`src/rtl/mult_div_unit.sv`:
```
// Iterative multiply/divide unit for the multicycle datapath.
// Runs MULT, MULTU, DIV and DIVU on operands captured at start. Each op takes one
// radix-2 step per cycle for WIDTH cycles, then one sign-fix cycle. Results are
// held in HI/LO, which can also be loaded directly with MTHI/MTLO while idle.
//
// Ports:
//   clock, reset_l       rising-edge clock, asynchronous active-low reset
//   start, op            request and opcode (00 MULT, 01 MULTU, 10 DIV, 11 DIVU)
//   a_in, b_in           operand A (multiplicand/dividend), B (multiplier/divisor)
//   mthi, mtlo, wdata    direct HI/LO load, honoured only in IDLE without start
//   busy                 high in every state except IDLE
//   done                 one-cycle pulse when HI/LO are final
//   div_zero             valid with done; divide with zero divisor
//   hi, lo               HI (product high / remainder), LO (product low / quotient)
module mult_div_unit #(
    parameter int unsigned WIDTH = 32
) (
    input  logic             clock,
    input  logic             reset_l,
    input  logic             start,
    input  logic [1:0]       op,
    input  logic [WIDTH-1:0] a_in,
    input  logic [WIDTH-1:0] b_in,
    input  logic             mthi,
    input  logic             mtlo,
    input  logic [WIDTH-1:0] wdata,
    output logic             busy,
    output logic             done,
    output logic             div_zero,
    output logic [WIDTH-1:0] hi,
    output logic [WIDTH-1:0] lo
);

    localparam int unsigned CntW = (WIDTH > 1) ? $clog2(WIDTH) : 1;

    typedef enum logic [1:0] {StIdle, StCalc, StFix, StDone} state_e;

    state_e             state_q, state_d;
    logic [CntW-1:0]    cnt_q, cnt_d;
    // Multiply: {partial product high, multiplier shifting out}.
    // Divide:   {partial remainder, dividend shifting into quotient}.
    logic [2*WIDTH-1:0] acc_q, acc_d;
    logic [WIDTH-1:0]   b_q, b_d;
    logic               div_q, div_d;
    logic               neg_res_q, neg_res_d;  // negate product / quotient
    logic               neg_rem_q, neg_rem_d;  // remainder takes dividend sign
    logic               div_zero_q, div_zero_d;
    logic [WIDTH-1:0]   hi_q, hi_d, lo_q, lo_d;

    logic               signed_op, a_neg, b_neg;
    logic [WIDTH-1:0]   a_mag, b_mag;
    logic [WIDTH:0]     mul_sum, div_tmp, div_diff;
    logic [2*WIDTH-1:0] prod_fix;
    logic [WIDTH-1:0]   quot_fix, rem_fix;

    // Operand magnitudes for signed ops; the most negative value maps onto itself,
    // which is still the correct unsigned magnitude.
    assign signed_op = ~op[0];
    assign a_neg     = signed_op & a_in[WIDTH-1];
    assign b_neg     = signed_op & b_in[WIDTH-1];
    assign a_mag     = a_neg ? (~a_in + 1'b1) : a_in;
    assign b_mag     = b_neg ? (~b_in + 1'b1) : b_in;

    // Shift-add step: add multiplicand when the current multiplier bit is set.
    assign mul_sum  = {1'b0, acc_q[2*WIDTH-1:WIDTH]} + (acc_q[0] ? {1'b0, b_q} : '0);
    // Restoring step: shift the next dividend bit into the remainder, trial subtract.
    assign div_tmp  = {acc_q[2*WIDTH-1:WIDTH], acc_q[WIDTH-1]};
    assign div_diff = div_tmp - {1'b0, b_q};

    assign prod_fix = neg_res_q ? (~acc_q + 1'b1) : acc_q;
    assign quot_fix = neg_res_q ? (~acc_q[WIDTH-1:0] + 1'b1) : acc_q[WIDTH-1:0];
    assign rem_fix  = neg_rem_q ? (~acc_q[2*WIDTH-1:WIDTH] + 1'b1) : acc_q[2*WIDTH-1:WIDTH];

    always_comb begin
        state_d    = state_q;
        cnt_d      = cnt_q;
        acc_d      = acc_q;
        b_d        = b_q;
        div_d      = div_q;
        neg_res_d  = neg_res_q;
        neg_rem_d  = neg_rem_q;
        div_zero_d = div_zero_q;
        hi_d       = hi_q;
        lo_d       = lo_q;

        unique case (state_q)
            StIdle: begin
                if (start) begin
                    div_d     = op[1];
                    b_d       = b_mag;
                    acc_d     = {{WIDTH{1'b0}}, a_mag};
                    cnt_d     = '0;
                    neg_res_d = a_neg ^ b_neg;
                    neg_rem_d = a_neg;
                    if (op[1] && (b_in == '0)) begin
                        div_zero_d = 1'b1;
                        state_d    = StDone;
                    end else begin
                        state_d = StCalc;
                    end
                end else begin
                    if (mthi) hi_d = wdata;
                    if (mtlo) lo_d = wdata;
                end
            end
            StCalc: begin
                if (div_q) begin
                    if (!div_diff[WIDTH]) begin
                        acc_d = {div_diff[WIDTH-1:0], acc_q[WIDTH-2:0], 1'b1};
                    end else begin
                        acc_d = {div_tmp[WIDTH-1:0], acc_q[WIDTH-2:0], 1'b0};
                    end
                end else begin
                    acc_d = {mul_sum, acc_q[WIDTH-1:1]};
                end
                cnt_d = cnt_q + 1'b1;
                if (cnt_q == CntW'(WIDTH - 1)) state_d = StFix;
            end
            StFix: begin
                if (div_q) begin
                    hi_d = rem_fix;
                    lo_d = quot_fix;
                end else begin
                    hi_d = prod_fix[2*WIDTH-1:WIDTH];
                    lo_d = prod_fix[WIDTH-1:0];
                end
                state_d = StDone;
            end
            StDone: begin
                div_zero_d = 1'b0;
                state_d    = StIdle;
            end
            default: state_d = StIdle;
        endcase
    end

    always_ff @(posedge clock or negedge reset_l) begin
        if (!reset_l) begin
            state_q    <= StIdle;
            cnt_q      <= '0;
            acc_q      <= '0;
            b_q        <= '0;
            div_q      <= 1'b0;
            neg_res_q  <= 1'b0;
            neg_rem_q  <= 1'b0;
            div_zero_q <= 1'b0;
            hi_q       <= '0;
            lo_q       <= '0;
        end else begin
            state_q    <= state_d;
            cnt_q      <= cnt_d;
            acc_q      <= acc_d;
            b_q        <= b_d;
            div_q      <= div_d;
            neg_res_q  <= neg_res_d;
            neg_rem_q  <= neg_rem_d;
            div_zero_q <= div_zero_d;
            hi_q       <= hi_d;
            lo_q       <= lo_d;
        end
    end

    assign busy     = (state_q != StIdle);
    assign done     = (state_q == StDone);
    assign div_zero = div_zero_q;
    assign hi       = hi_q;
    assign lo       = lo_q;

endmodule
```
`config.mk`:
```
export PLATFORM = sky130hd
export DESIGN_NAME = mult_div_unit
export DESIGN_NICKNAME = d
export VERILOG_FILES = /design/src/rtl/mult_div_unit.sv
export SDC_FILE = /design/constraint.sdc
export NUM_CORES = 1
export LEC_CHECK = 0
export ABC_AREA = 1
export CAP_MARGIN = 5
export CORE_MARGIN = 2
export CORE_UTILIZATION = 59
export DETAILED_ROUTE_END_ITERATION = 6
export PLACE_DENSITY = 0.82
export REMOVE_ABC_BUFFERS = 1
export SLEW_MARGIN = 20
export SYNTH_ARGS = -nofsm -noshare
export SYNTH_HDL_FRONTEND = slang
export SYNTH_SLANG_ARGS = --single-unit
```
`constraint.sdc`:
```
create_clock -name clock -period 3.8 [get_ports clock]
set_clock_uncertainty 0.15 [all_clocks]
set_input_delay 0.76 -clock clock [delete_from_list [all_inputs] [get_ports clock]]
set_output_delay 0.76 -clock clock [all_outputs]
set_load 0.05 [all_outputs]
```
==> run summary, run 1 <==
The flow ran to the end, but the final reports show violations. The final reports fail on design-rule violations. The minimum setup slack after placement was 0.6848 ns. The level count of the clock H-tree was 4. After the last flow step, the layout net total stands at 3283.

The initial antenna violation count came out at 1. After floorplanning, the core was divided into 62 placement rows. Setup repair after global routing left no endpoint under its margin.

The mean cell area of the mapped netlist is 5.855 sq um. The global-route usage over all layers was 0.4316; the required time at the endpoint of the critical path was 4.01 ns. The setup check on the worst reg-to-reg path leaves a slack of 0.62 ns. In this design, the stage delay of the slowest critical-path cell is 0.49 ns. The synthesized flop and latch total was 171; the cell area power density was 1011 nW/um^2.

The run gives 2856 as the DRC violation total after the first TritonRoute iteration. The share of flip-flops with an asynchronous set or reset after synthesis is 1.000, and the signal arrival time at the worst endpoint is 3.39 ns. After detailed routing, the number of remaining DRC violations is 10. Synthesis instantiated 51 different standard cells from the library. The most numerous cell type found on the critical path is sky130_fd_sc_hd__nand2_1. In the synthesized netlist, the cells that appear most often are sky130_fd_sc_hd__nand2_1 (905), sky130_fd_sc_hd__inv_1 (404), sky130_fd_sc_hd__nor2_1 (334). Leading register cell type out of synthesis: sky130_fd_sc_hd__dfrtp_1.

Max-capacitance violation count: 0. The initial core utilization is 0.6032, and the post-detailed-placement cell area is 19490 sq um. In this run, CTS created clock tree buffers numbering 17. CTS saw 171 sinks. The share of the clock period used by the worst path after layout was 0.8368; the net switching power was 12.20 mW.

The share of cells above drive strength 1 was 0.04780; the largest net degree at the start of global routing was 71. STA classifies the critical path endpoint as a flop. At the pin with the least slew margin, the transition time is 0.7970 ns. The repair_antennas step left the layout with diodes totalling 0. For the internal power contribution, the log shows 8.107 mW. The tree is rooted in a sky130_fd_sc_hd__clkbuf_16.

In this run the count of I/O pins placed on the die edge is 170. In this run the critical register-to-register path is launched from acc_q[31]. The detailed router placed 21180 vias in this run. The floorplan step set the die height to 176.0 um.

For the total grt overflow, the log shows 0. Of all nets on the critical path, the largest fanout is 32. At the end of routability-driven placement, the weighted congestion stood at 1.059. The longest clock path from root to sink contains 2 buffers.

The most area-hungry cell type in the Yosys netlist is sky130_fd_sc_hd__dfrtp_1. The tools report the static leakage as 10.26 nW. The met1 wire length was 27650 um. The critical path goes through inv_1, ha_1, fa_1, nor2_2, o21ai_1, nand2_2, nand2_1, nand2_1, nand2_2, nand2_2, nand2_2, nand2_4, nand2_1, nand2_1, nand2_1, nand2_1, nand2_1. The area of the mapped netlist came out at 17450 sq um. For the end-of-flow core utilization, the log shows 0.6941.

The endpoint identified for the worst register-to-register timing path is acc_q[57]. The worst slew margin relative to its limit was 0.4687; the portion of total power attributed to sequential cells was 0.197. In this run the post-CTS setup repair buffer count came out at 0. The top cell type's share of synthesized area came out at 0.2452.

The overall routed net length is 67370 um, and the clock-pin transition on the worst setup and hold timing paths is 0.09 ns. Setup violations remaining at the end of the flow were counted as 0. The routed length on met3 came out at 9472 um. After detailed routing, the met2 layer carries 27690 um of wire. The post-synthesis sequential area ratio is 0.2452, and the combinational group share of total power is 0.712.

The top routing layer in use was met4. For the core outline area, the log shows 28940 sq um. For this run, the detailed router's first-pass iteration total came to 7. In this run, placement finished with an instance count of 3469.

The worst-skew pair later-pin latency came out at 0.47 ns. The total power of the final layout was 20.31 mW; the yosys synthesis warning count was 0. TritonCTS built the clock tree. The per-cell via count in the routed design is 6.050. The detail route stage leaves a number of antenna-violating nets equal to 0. In the final routed layout, each cell accounts on average for 19.24 um. The detailed-placement wirelength estimate is 52050 um, and the minimum clock period is 3.180 ns.

The worst ir drop on vdd came out at 0.001531 V. From synthesis to final layout, the design area changed by 15.08%. Input and output buffers added on the ports amount to 169. Sorting the synthesized cells by area gives the leading types as sky130_fd_sc_hd__dfrtp_1 (25%), sky130_fd_sc_hd__nand2_1 (19%), sky130_fd_sc_hd__inv_1 (8.7%). The relative contribution of the clock network to total power was 0.091. The non-filler instance count after layout was 3501.

The most instantiated library cell after synthesis was sky130_fd_sc_hd__nand2_1. The cell depth of the worst flop-to-flop path is 17. The number of flops mapped to enable cells by yosys came out at 0.

The number of hold violations in the final report is 0. For the via count of the first global-routing pass, the log shows 19130. The logs give 30970 sq um for the overall die area and 103800 um for the wire length of the first global-routing pass.

STA classifies the critical path startpoint as a flop. The run gives 20080 sq um as the final cell area excluding filler cells. The die is 176.0 um wide.

For the final-report max-slew violation count, the log shows 0. The switching power share of the total is 0.6009. The cell count after synthesis came out at 2981.

Across all setup checks in the final design, the least slack found is 0.6200 ns. The critical path is of the flop to flop type. Gates resized during post-CTS repair numbered 0.

Derived from the worst setup path, the maximum achievable clock frequency is 314.5 MHz. The worst hold path belongs to the class input pin to asynchronous set/reset pin. For the post-cts hold buffer count, the log shows 0. The slowest stage of the critical path belongs to the cell sky130_fd_sc_hd__fa_1.
## kinds of logic (layout without fill, tap and decap cells)
logic type / count (synthesis) / count (layout) / synth area share
adders and majority gates: 76 / 76 / 0.05534
DFF: 171 / 171 / 0.2452
buffers and inverters: 512 / 648 / 0.1142
AOI/OAI and AO/OA: 495 / 495 / 0.1514
xor gates and xnor gates: 49 / 49 / 0.02459
and+or+nand+nor: 1678 / 1678 / 0.4093
## power by group through the flow
| stage | combinational (mW) | sequential (mW) | clock, mW |
|---|---|---|---|
| floorplan | 8.33 | 4.79 | 0 |
| global placement | 13.7 | 3.90 | 0 |
| detailed placement | 14.0 | 3.93 | 0 |
| CTS | 14.1 | 3.92 | 1.82 |
| global route | 15.7 | 4.06 | 1.90 |
| finish | 14.5 | 4.00 | 1.85 |
## layer usage
metal | vias to the layer above | GRT usage
met4 | 0 | 0.1519
met1 | 9672 | 0.6058
met2 | 1473 | 0.6296
met3 | 201 | 0.1303
li1 | 9835 | -
met5 | - | 0
## worst max path at each step
stage	start	endpoint	slack [ns]	cells after the start
floorplan	state_q[0]	hi[0]	-1.39	8
global placement	b_in[31]	b_q[11]	0.72	8
detailed placement	b_in[31]	b_q[11]	0.68	8
CTS	acc_q[31]	acc_q[57]	0.69	17
global route	acc_q[31]	acc_q[57]	0.44	17
finish	acc_q[31]	acc_q[57]	0.62	17
## placed cells by master, fill, tap and decap left out, drive strengths merged, types with 36 or more instances in the layout
master,count
clkdlybuf4s50,168
inv,418
a21oi,248
ha,74
nor3,36
dfrtp,171
nand2,923
o21ai,181
nand3,284
nand4,42
nor2,356
## area by class of cell
type	instances	area [sq um]
Inverter	414	1554
Multi-Input combinational cell	2298	11200
Fill cell	2592	8851
Clock buffer	18	439.2
Tap cell	384	480.5
Timing Repair Buffer	202	1978
Sequential cell	171	4280
Clock inverter	14	155.1
## critical path, delay by kind of cell (launching register included)
kind,cells,cell delay (ns)
adders and majority gates,2,0.79
buffers and inverters,1,0.16
DFF,1,0.46
and+or+nand+nor,13,1.40
AOI/OAI and AO/OA,1,0.08
## per-stage QoR
| stage | setup TNS, ns | hold WS [ns] |
|---|---|---|
| 6_report | 0 | 0.1872 |
| 5_1_grt | 0 | 0.2361 |
| 4_1_cts | 0 | 0.2149 |
| 3_5_place_dp | 0 | 0.3483 |
| 3_3_place_gp | 0 | 0.3329 |
| 2_1_floorplan | -136.93 | 0.3144 |
## flip-flops by register name (all words and copies together) (netlist names)
name / cells
div_zero: 1
div_q: 1
hi: 32
lo: 32
acc_q: 64
state_q: 2
b_q: 32
neg_rem_q: 1
neg_res_q: 1
cnt_q: 5
No activity file was read; power rests on OpenSTA's default activity.
==> run 2, diff against run 1 <==
CORE_UTILIZATION = 54   (was 59)
PLACE_DENSITY = 0.79   (was 0.82)
clock period = 2.64 ns   (was 3.8 ns; I/O delays follow)
==> run 2 against run 1 <==
Net effect:
- the flow finishes with violations (design-rule violations, negative setup slack)
- routed wire length is 10% higher
- worst hold slack better by 0.16 ns
- sequential share of layout area is 2.3 points lower
- non-clock buffer count is 196 higher
- first-iteration DRC count is 6.2% higher
- utilization is 1.8 points higher
- power is 64% higher
- global-route usage is 1.1 points lower
- largest power group unchanged
==> run summary, run 2 (synthesis results as in run 1) <==
The flow ran to the end, but the final reports show violations. Violated checks: design-rule violations, negative setup slack (was design-rule violations). Signal arrival time at the worst endpoint: 2.89 ns (was 3.39 ns). The most common cell after layout, fill and taps aside is sky130_fd_sc_hd__nand2_1 (unchanged). The tools report the level count of the clock H-tree as 4 (unchanged). The cell area power density is 1470 nW/um^2 (was 1011 nW/um^2). The most frequent cell on the critical path was sky130_fd_sc_hd__nand2_1 (unchanged). The area added between synthesis and finish came out at 29.50% (was 15.08%). The net switching power is 18.97 mW (was 12.20 mW). The final-report max-slew violation count is 0 (unchanged), and the end-of-flow core utilization is 0.7126 (was 0.6941). The tools report the number of primary I/O pins as 170 (unchanged). The number of buffers and inverters on the critical path was 4 (was 1). For the overall routed net length, the log shows 74210 um (was 67370 um). The detailed-placement wirelength estimate is 56240 um (was 52050 um). The tightest hold margin is 0.3471 ns (was 0.1872 ns), and the y dimension of the die is 183.8 um (was 176.0 um). The run gives 17 (unchanged) as the CTS buffer count. The run gives 3715 (was 3501) as the non-filler instance count after layout.

Cell type of the slowest stage on the worst timing path: sky130_fd_sc_hd__dfrtp_1 (was sky130_fd_sc_hd__fa_1). The start of the worst register-to-register path was acc_q[0] (was acc_q[31]). The placed cell count is 3669 (was 3469). The class of the tightest hold or removal check is flop to flop (was input pin to asynchronous set/reset pin). The clock-pin transition on the worst setup and hold timing paths is 0.07 ns (was 0.09 ns), and the number of hold violations in the final report is 0 (unchanged). The flip-flop count of the largest register after layout is 64 (unchanged), and the portion of total power attributed to sequential cells is 0.163 (was 0.197). The combinational group share of total power is 0.758 (was 0.712).

The top cell family by delay on the critical path was simple AND/OR/NAND/NOR gates (unchanged). The core outline area is 31720 sq um (was 28940 sq um). For the largest net degree at the start of global routing, the log shows 68 (was 71). Most used cells in the layout excluding fill and tap cells: sky130_fd_sc_hd__nand2_1 (872), sky130_fd_sc_hd__inv_1 (397), sky130_fd_sc_hd__nor2_1 (310) (was sky130_fd_sc_hd__nand2_1 (905), sky130_fd_sc_hd__inv_1 (403), sky130_fd_sc_hd__nor2_1 (333)). The switching power share of the total was 0.5711 (was 0.6009). Diode insertion count for antenna repair: 0 (unchanged). The cell row count came out at 65 (was 62). The tools report the final layout net count as 3479 (was 3283). Kind of launch point of the worst setup path: a flop (unchanged). The quantity of I/O buffers inserted on ports was 169 (unchanged); the initial core utilization was 0.5503 (was 0.6032). The total setup violations reported at the end of the flow was 5 (was 0); the die extent in x was 183.8 um (was 176.0 um). The beginning of the critical path is acc_q[0] (was acc_q[31]). The worst ir drop on vdd was 0.002264 V (was 0.001531 V); the count of clock tree sinks was 171 (unchanged). The peak per-stage delay on the critical path was 0.44 ns (was 0.49 ns); the routability congestion estimate from global placement was 1.032 (was 1.059). The global-route usage over all layers was 0.4208 (was 0.4316); the total grt overflow was 0 (unchanged). The relative contribution of the clock network to total power came out at 0.080 (was 0.091). The total number of vias came out at 22270 (was 21180). The maximum root-to-sink buffer count was 2 (unchanged). The worst-skew pair later-pin latency was 0.46 ns (was 0.47 ns). The via count of the first global-routing pass came out at 20110 (was 19130). For the overall die area, the log shows 33780 sq um (was 30970 sq um). The top achievable clock speed is 371.5 MHz (was 314.5 MHz), and the slew of the pin with the lowest slew margin is 0.8008 ns (was 0.7970 ns). The share of cells above drive strength 1 works out to 0.1521 (was 0.04780). Maximum fanout along the worst path: 31 (was 32). The minimum clock period came out at 2.691 ns (was 3.180 ns). The clock root buffer is sky130_fd_sc_hd__clkbuf_16 (unchanged). The tools report the first-pass iteration count of the detailed router as 7 (unchanged). The kind of critical path was flop to flop (unchanged). The tools report the worst path setup slack after routing as -0.05148 ns (was 0.6200 ns).

The tools report the source of the worst hold timing path as lo[2]. Register with the highest flop count: acc_q (unchanged). Wire length of the first global-routing pass: 109600 um (was 103800 um). The per-cell via count in the routed design was 5.995 (was 6.050); the average routed wire per standard cell was 19.98 um (was 19.24 um). The share of the clock period used by the worst path after layout was 1.019 (was 0.8368). The tools report the internal power contribution as 14.25 mW (was 8.107 mW). The required time at the endpoint of the critical path came out at 2.84 ns (was 4.01 ns). Setup repair after global routing could not meet its margin everywhere.

Endpoint kind of the worst setup timing path: a flop (unchanged). The run gives 3034 (was 2856) as the DRC violation total after the first TritonRoute iteration. The worst slew margin relative to its limit came out at 0.4661 (was 0.4687). Setup slack of the worst register-to-register path: -0.05 ns (was 0.62 ns). Worst path cell trace: buf_12, nand2_1, inv_1, ha_4, nand2_1, buf_4, nor2_2, nand2_2, nand2_2, nand2_1, nand2_2, nand2_1, nand3_1, nand3_1, nand2_1, inv_1, nand2_1, nand2_1 (was inv_1, ha_1, fa_1, nor2_2, o21ai_1, nand2_2, nand2_1, nand2_1, nand2_2, nand2_2, nand2_2, nand2_4, nand2_1, nand2_1, nand2_1, nand2_1, nand2_1). The total DRC errors in the routed layout is 3 (was 10). TritonCTS built the clock tree. The total power of the final layout was 33.21 mW (was 20.31 mW). The logs give 0 (unchanged) for the max-capacitance violation count and 0 (unchanged) for the number of routed nets with antenna violations.

The initial antenna violation count was 0 (was 1); the static leakage was 11.30 nW (was 10.26 nW).
[run 2: cell count changes in the layout (fill, tap and decap cells not counted), moves of 13 or more]
cell | before | now
sky130_fd_sc_hd__dfrtp_1 | 170 | 153
sky130_fd_sc_hd__dfrtp_2 | 1 | 18
sky130_fd_sc_hd__a21oi_1 | 244 | 222
sky130_fd_sc_hd__ha_4 | 0 | 34
sky130_fd_sc_hd__a21oi_2 | 4 | 24
sky130_fd_sc_hd__ha_1 | 73 | 32
sky130_fd_sc_hd__buf_12 | 3 | 16
sky130_fd_sc_hd__nand2_2 | 15 | 47
sky130_fd_sc_hd__nand2_1 | 905 | 872
sky130_fd_sc_hd__nor2_2 | 14 | 33
sky130_fd_sc_hd__buf_4 | 30 | 212
sky130_fd_sc_hd__nor2_1 | 333 | 310
[run 2: power groups by stage]
stage                     sequential, mW  combinational [mW]  clock (mW)
after global placement              5.16                22.1           0
after floorplan                     6.90                12.0           0
after global routing                5.48                27.0        2.74
after CTS                           5.21                22.8        2.63
after detailed placement            5.21                22.6           0
final                               5.40                25.2        2.64
[run 2: final cells by class]
cell class	count	area (sq um)
Tap cell	402	503.0
Inverter	414	1554
Timing Repair Buffer	398	3632
Fill cell	2659	9116
Clock inverter	14	165.2
Sequential cell	171	4302
Clock buffer	18	429.2
Multi-Input combinational cell	2298	12020
[run 2: through the flow]
stage               TNS (ns)  cell area [sq um]  setup slack [ns]
floorplan            -284.43              17010            -2.546
global placement      -1.774              21040           -0.4778
detailed placement    -3.045              21040           -0.4859
CTS                        0              21710         0.0001348
global route          -2.020              22600           -0.1353
finish               -0.1379              22600          -0.05148
[run 2: repair_timing]
item / in CTS / in global routing
cloned: 0 / 1
hold endpoints to repair: 47 / 0
buffers inserted: 0 / 12
setup endpoints to repair: 11 / 44
hold buffers: 1 / 0
pin swaps: 0 / 16
resized for setup: 21 / 165
[run 2: metal layers]
layer,up-vias,share of wire,global-route usage
met2,1651,0.40,0.6018
li1,10240,-,-
met4,0,0.043,0.1603
met1,10130,0.41,0.6042
met5,-,0,0
met3,255,0.14,0.1099
[run 2: final timing paths]
path,endpoint,cells after the start
worst max-delay path,acc_q[54],18
worst min-delay path,lo[2],2
worst max register to register,acc_q[54],18
worst min register to register,lo[2],2
max in group asynchronous,hi[1],3
min in group asynchronous,b_q[28],2
[run 2: tightest hold or removal path, stage by stage, from the launching register on]
cell and delay, ns:
sky130_fd_sc_hd__dfrtp_1 0.35, sky130_fd_sc_hd__nand2_1 0.05, sky130_fd_sc_hd__o21ai_0 0.06
